--- src/rtl/guess_filter.sv ---
// Letter-guess filter for a hangman-style game: turns key make edges into
// de-duplicated guess strobes and tracks lives, verdict wait and timeout.
module guess_filter #(
  parameter int unsigned LIVES   = 4,
  parameter int unsigned TIMEOUT = 15
) (
  input  logic        clk,
  input  logic        reset_n,
  input  logic        key_make,
  input  logic [4:0]  key_letter,
  input  logic        game_over,
  output logic        guess_valid,
  output logic [4:0]  guess_letter,
  input  logic        verdict_valid,
  input  logic        verdict_hit,
  output logic        start_game,
  output logic [25:0] guessed,
  output logic [3:0]  lives,
  output logic        lost,
  output logic        busy,
  output logic        timeout_err
);

  typedef enum logic [1:0] {IDLE, READY, WAIT, OVER} state_e;

  localparam logic [3:0] LIVES_INIT = 4'(LIVES);
  localparam logic [7:0] TIMER_LAST = 8'(TIMEOUT - 1);

  state_e      state_q;
  logic        key_prev_q;
  logic        guess_valid_q;
  logic [4:0]  guess_letter_q;
  logic        start_game_q;
  logic [25:0] guessed_q;
  logic [3:0]  lives_q;
  logic        timeout_err_q;
  logic [7:0]  timer_q;

  logic        key_rise;
  logic        is_start;
  logic        is_letter;
  logic [25:0] letter_mask;
  logic        already;
  logic        do_start;

  assign key_rise    = key_make & ~key_prev_q;
  assign is_start    = (key_letter == 5'd26);
  assign is_letter   = (key_letter < 5'd26);
  assign letter_mask = 26'd1 << key_letter;
  assign already     = |(guessed_q & letter_mask);

  // game_over in READY pre-empts any key event that cycle, including start
  assign do_start = key_rise && is_start &&
                    (state_q == IDLE || state_q == OVER ||
                     (state_q == READY && !game_over));

  always_ff @(posedge clk or negedge reset_n) begin
    if (!reset_n) begin
      state_q        <= IDLE;
      key_prev_q     <= 1'b0;
      guess_valid_q  <= 1'b0;
      guess_letter_q <= '0;
      start_game_q   <= 1'b0;
      guessed_q      <= '0;
      lives_q        <= LIVES_INIT;
      timeout_err_q  <= 1'b0;
      timer_q        <= '0;
    end else begin
      key_prev_q    <= key_make;
      guess_valid_q <= 1'b0;
      start_game_q  <= 1'b0;
      if (do_start) begin
        state_q       <= READY;
        start_game_q  <= 1'b1;
        guessed_q     <= '0;
        lives_q       <= LIVES_INIT;
        timeout_err_q <= 1'b0;
      end else begin
        case (state_q)
          READY: begin
            if (game_over) begin
              state_q <= OVER;
            end else if (key_rise && is_letter && !already) begin
              guess_valid_q  <= 1'b1;
              guess_letter_q <= key_letter;
              guessed_q      <= guessed_q | letter_mask;
              timer_q        <= '0;
              state_q        <= WAIT;
            end
          end
          WAIT: begin
            // priority: game_over, then verdict, then timeout
            if (game_over) begin
              state_q <= OVER;
            end else if (verdict_valid) begin
              if (verdict_hit) begin
                state_q <= READY;
              end else if (lives_q <= 4'd1) begin
                lives_q <= '0;
                state_q <= OVER;
              end else begin
                lives_q <= lives_q - 4'd1;
                state_q <= READY;
              end
            end else if (timer_q == TIMER_LAST) begin
              timeout_err_q <= 1'b1;
              state_q       <= READY;
            end else begin
              timer_q <= timer_q + 8'd1;
            end
          end
          default: ;
        endcase
      end
    end
  end

  assign guess_valid  = guess_valid_q;
  assign guess_letter = guess_letter_q;
  assign start_game   = start_game_q;
  assign guessed      = guessed_q;
  assign lives        = lives_q;
  assign timeout_err  = timeout_err_q;
  assign lost         = (state_q == OVER) && (lives_q == 4'd0);
  assign busy         = (state_q == WAIT);

endmodule

--- config.mk ---
export PLATFORM = sky130hd
export DESIGN_NAME = guess_filter
export DESIGN_NICKNAME = d
export VERILOG_FILES = /design/src/rtl/guess_filter.sv
export SDC_FILE = /design/constraint.sdc
export NUM_CORES = 1
export LEC_CHECK = 0
export CAP_MARGIN = 20
export CORE_ASPECT_RATIO = 1.4
export CORE_MARGIN = 2
export CORE_UTILIZATION = 52
export CTS_CLUSTER_SIZE = 25
export DETAILED_ROUTE_END_ITERATION = 8
export PLACE_DENSITY = 0.89
export SKIP_LAST_GASP = 1
export SYNTH_ARGS = -nofsm -noshare
export SYNTH_HDL_FRONTEND = slang
export SYNTH_SLANG_ARGS = --single-unit
--- constraint.sdc ---
create_clock -name clk -period 2.89 [get_ports clk]
set_input_delay 0.4335 -clock clk [delete_from_list [all_inputs] [get_ports clk]]
set_output_delay 0.4335 -clock clk [all_outputs]
set_load 0.01 [all_outputs]
======== Word-level counts from Yosys, hierarchy flattened ========
Cells that the tools add are included.
Widths: inputs -> output; s select.
word-level totals
  input port bits ......................... 11
  bits in registers ....................... 49
  output and inout bits ................... 40
  word-level logic and storage cells ...... 96
cells by class
  reduce and logical (&&, ||, !) cells .... 26
  add/sub/neg operators ................... 2
  eq/ne operators ......................... 15
  shift operators ......................... 1
  multiplexer cells ....................... 35
  bitwise operators ....................... 6
  magnitude comparators ................... 2
operator list
  operator              count
  $mux 26               4
  $mux 8                5
  $and 26x26->26        1
  $or 26x26->26         1
  $reduce_or 26->1      1
  $shl 1x5->26 const A  1
  $mux 4                6
  $mux 2                8
  $pmux 8 s2            1
  $reduce_and 4->1      3
  $reduce_bool 2->1     6
  $mux 1                10
  $add 8x1->8 const B   1
  $eq 8x4->1 const B    1
  $ne 2x1->1 const B    4
  $ne 2x2->1 const B    4
  $reduce_and 7->1      1
  $logic_and 1x1->1     6
  $reduce_and 3->1      2
  $eq 5x5->1 const B    1
  $lt 5x5->1 const B    1
  $ne 5x3->1 const B    1
  $eq 2x2->1 const B    2
  $le 4x1->1 const B    1
  other kinds (11)      15

======== Longest topological paths before layout ========
Gate-level depths: netlist (run 1).
  depth after elaboration ................. 9
  depth in mapped cells ................... 11
  depth with buffers taken out ............ 9

======== Worst setup path after synthesis (run 1) ========
No wires, ideal clock.
  path kind ............................... input port to flip-flop
  from .................................... in key_letter[2]
  to ...................................... reg guess_letter_q[1], in the netlist guess_letter[1]
  slack ................................... 0.621 ns
  path buffers ............................ 3
  stages .................................. 9
  data arrival time ....................... 2.141 ns
  path through ............................ buf_4 > or3b_1 > a211o_1 > buf_2 > inv_2 > nor3_1 > nand4_4 > buf_4 > mux2_1
between the ends
  elaborated cells between the ends (all ways) .. 12
  classes of those cells .................. order compare (1); eq/ne (1); shift (1); bitwise (2); reduce/logical (7)
RTL lines
  item                               line  text
  start: declaration                 10    input logic [4:0] key_letter,
  $eq 5x5->1                         47    assign is_start = (key_letter == 5'd26);
  $logic_and 1x1->1 (2 in series)    53    assign do_start = key_rise && is_start &&
  named net do_start                 44    logic do_start;
  $not 1->1 (no source line)         --
  $reduce_and 4->1 (no source line)  --
  end signal: assignment             85    guess_letter_q <= key_letter;
  end: declaration                   32    logic [4:0] guess_letter_q;
The timed path passes the listed nets, and every way through them passes these cells.
A chain may end at the register's enable or synchronous reset.

======== Final worst setup path (run 1) ========
  from .................................... in key_letter[2]
  to ...................................... reg guessed_q[16], in the netlist guessed[16]
between the ends
  word-level cells in the longest chain between the ends .. 7
  elaborated cells between the ends (all ways) .. 19
  classes of those cells .................. order compare (1); eq/ne (2); shift (1); mux (4); bitwise (2); reduce/logical (9)
RTL lines
  item                                line  text
  $shl 1x5->26                        49    assign letter_mask = 26'd1 << key_letter;
  $and 26x26->26                      50    assign already = |(guessed_q & letter_mask);
  $reduce_or 26->1                    50
  $logic_not 1->1                     83    end else if (key_rise && is_letter && !already) begin
  $logic_and 1x1->1                   83
  $reduce_bool 2->1 (no source line)  --
  $reduce_and 3->1 (no source line)   --
  end signal: assignment              86    guessed_q <= guessed_q | letter_mask;
  end: declaration                    34    logic [25:0] guessed_q;
Parallel ways exist; a longest one is shown, timed or not. The select of a mux whose other input is x is not followed.

==> results of run 1 <==
[registers in the layout, indices dropped and copies added, names as in the netlist, 2 cells and up]
signal / cells
guessed: 26
lives: 4
state_q: 2
timer_q: 8
guess_letter: 5
[cell families after synthesis]
kind of cell / count (synthesis) / share of synthesized area [%]
AO/OA/AOI/OAI: 62 / 18.2
multiplexers: 18 / 6.78
AND/OR/NAND/NOR: 104 / 22.1
buffers and inverters: 30 / 4.89
adder cells (fa/ha/maj): 9 / 4.04
flip-flops: 49 / 44.0
[metrics by stage]
stage	TNS, ns	util (%)	total power, W	setup slack [ns]	cell area, um2
final	0	68.9	0.00216	0.277	3550
after global routing	0	68.9	0.00230	0.125	3550
after CTS	0	68.9	0.00216	0.292	3550
after detailed placement	-0.0184	67.0	0.00173	-0.0140	3460
after global placement	0	67.0	0.00170	0.0421	3460
after floorplan	0	-	0.00137	0.621	2790
[critical path, cell delays in order]
cell and delay [ns]:
clkdlybuf4s50_1 0.60, buf_12 0.20, mux2i_1 0.19, mux2i_1 0.13
a311oi_4 0.41, nand4_4 0.20, nor3_1 0.47, a22o_1 0.22
[layout by cell type (no fill, tap or decap), types with 3 or more instances in the layout]
cell and n:
a21oi_1 9, a22o_1 11, a32o_1 5, buf_12 3, buf_4 15, clkbuf_8 5, clkdlybuf4s50_1 49, dfrtp_1 48
ha_1 9, inv_1 14, mux2_2 5, mux2i_1 11, nand2_1 26, nand2b_1 6, nand3_1 10, nand4b_1 3
nor2_1 17, nor2b_1 7, nor3_1 9, o21ai_0 6, o31ai_1 4, or4_1 3
[routing by layer]
metal  vias up  part of all wire, %
li1       1125                    -
met4         0                  1.1
met1      1185                   41
met2        95                   52
met3        10                  5.8
met5         -                    0
[layout make-up]
type / instances / share of cell area [%]
well taps: 66 / 2.32
inverters: 15 / 1.59
repair buffers: 68 / 18.8
flip-flops and latches: 49 / 34.6
clock inverters: 3 / 0.704
clock buffers: 5 / 1.94
multi-input cells: 193 / 40.1
[report_power, final]
part	leakage, nW	internal (W)	switching [W]
sequential	0.650	0.000813	0.000134
combinational	0.819	0.000403	0.000375
clock	0.0452	0.000177	0.000256
[worst max-delay path by stage]
stage	to	slack, ns	cells past startpoint	start
3_3_place_gp	state_q[1]$_DFFE_PN0P_	0.04	7	key_letter[0]
3_5_place_dp	state_q[1]$_DFFE_PN0P_	-0.01	8	key_letter[2]
5_1_grt	timer_q[1]$_DFFE_PN0P_	0.12	9	key_letter[2]
4_1_cts	guessed[16]$_DFFE_PN0P_	0.29	8	key_letter[2]
2_1_floorplan	guess_letter[1]$_DFFE_PN0P_	0.62	9	key_letter[2]
6_report	guessed[16]$_DFFE_PN0P_	0.28	8	key_letter[2]
==> flow_summary.toml, run 1 <==
[run_status]
run_status = "complete, no violations"

[place]
place_hpwl_um = 4980
io_buffers = 50
place_congestion = 0.854
place_inst = 391

[timing]
worstMarginPinSlew_ns = 0.694
max_clock_freq_mhz = 383
skew_ns = 0.00467
fin_crit_sh_pct = 90.4
period_minus_slack_ns = 2.61
drv_slew = 0
setup_viol = 0
slew_headroom_pct = 53.5
hold_viol = 0
rsz0062_at_grt = "false"
timing.hold.ws_ns = 0.208

[worst_hold_path]
hold_class = "primary input to asynchronous set/reset pin"

[finish]
multiInputGateArea_um2 = 1420
area.sequential_um2 = 1230
diodes = 0
fill_cells = 397
finalNonFillerCells = 399
nNetsFinal = 352
area_delta_synth_final_pct = 27.4
final_layout_size_suffix_gt1_share_pct = 13.8

[worst_setup_path]
cp.required_ns = 3.14
cp_max_fo = 22
cp.arrival_ns = 2.86
r2r-start = "state_q[1]$_DFFE_PN0P_"
crit_path_end_kind = "flop"
r2r_setup_slack_ns = 0.54
start_kind = "primary input"
r2r.worst_path.cells = 9
r2r-end = "guessed[16]$_DFFE_PN0P_"
path_class = "primary input to flop"

[clock_tree]
cts.path.max_buffers = 2
clk_latency_ns = 0.31
cts_tree = "done"
h-tree-depth = 2
cts_hold_buf = 0
cts-buffers-inserted = 5
path_clk_slew_ns = 0.10
cts_root_buffer = "clkbuf_8"
cts_setup_buffers = 0
cts.sinks = 49
cts_resized = 0

[global_routing]
grt_overflow = 0
grt.met3_usage_pct = 4.61
use_met2_pct = 42.0
grt_pass1_vias = 2368
busiest_layer = "met2"
antenna_found_initial = 0
use_met1_pct = 32.3
grt_pass1_wl_um = 11600
grtUsageTotal_pct = 24.8
grt_max_degree = 50

[drt]
routed_wirelength_um = 6960
drt_iter0_drc = 150
first_pass_iters = 4
vias = 2415
post-route-drc-count = 0
vias_per_cell = 6.05
ant_nets = 0
wl_per_cell_um = 17.4

[yosys]
async_reset_ff_share_pct = 100
synth_warnings = 0
synth_area_per_cell_um2 = 10.2
yosysMostFrequentCell = "dfrtp_1"
synth_top_area_share_pct = 43.1
netlist_instances = 272
ys_ff_latch = 49
synth_top_area_cell = "dfrtp_1"
ys_types = 60
synth_nets = 292
yosysSeqAreaShare_pct = 44.0
synth.area.top_cells = "dfrtp_1 (43%), ha_1 (4.0%), mux2i_1 (3.9%)"
synth_edf_count = 0
netlist_area_um2 = 2790
yosys-top-cells-count = "dfrtp_1 (48), nand2_1 (26), nor2_1 (17)"
synth_ff_type = "dfrtp_1"

[power_and_ir_drop]
irDropWorstVdd_mv = 0.358
power.density_nw_per_um2 = 607
p_leak_nw = 1.51

[floorplan]
core_um2 = 5160
die_area_um2 = 5970
io_pins = 51
die_width_um = 65.9
chipHeight_um = 90.6
rows = 31
start_util_pct = 54.0

[run]
maxCapViolCount = 0
Note: power is estimated with default switching activity, not from simulation.
==> run 2: changes to the inputs <==
CTS_CLUSTER_DIAMETER = 120   (was not set)
==> results of run 2 <==
No change in the layout: final DEF, timing and power equal those of run 1.
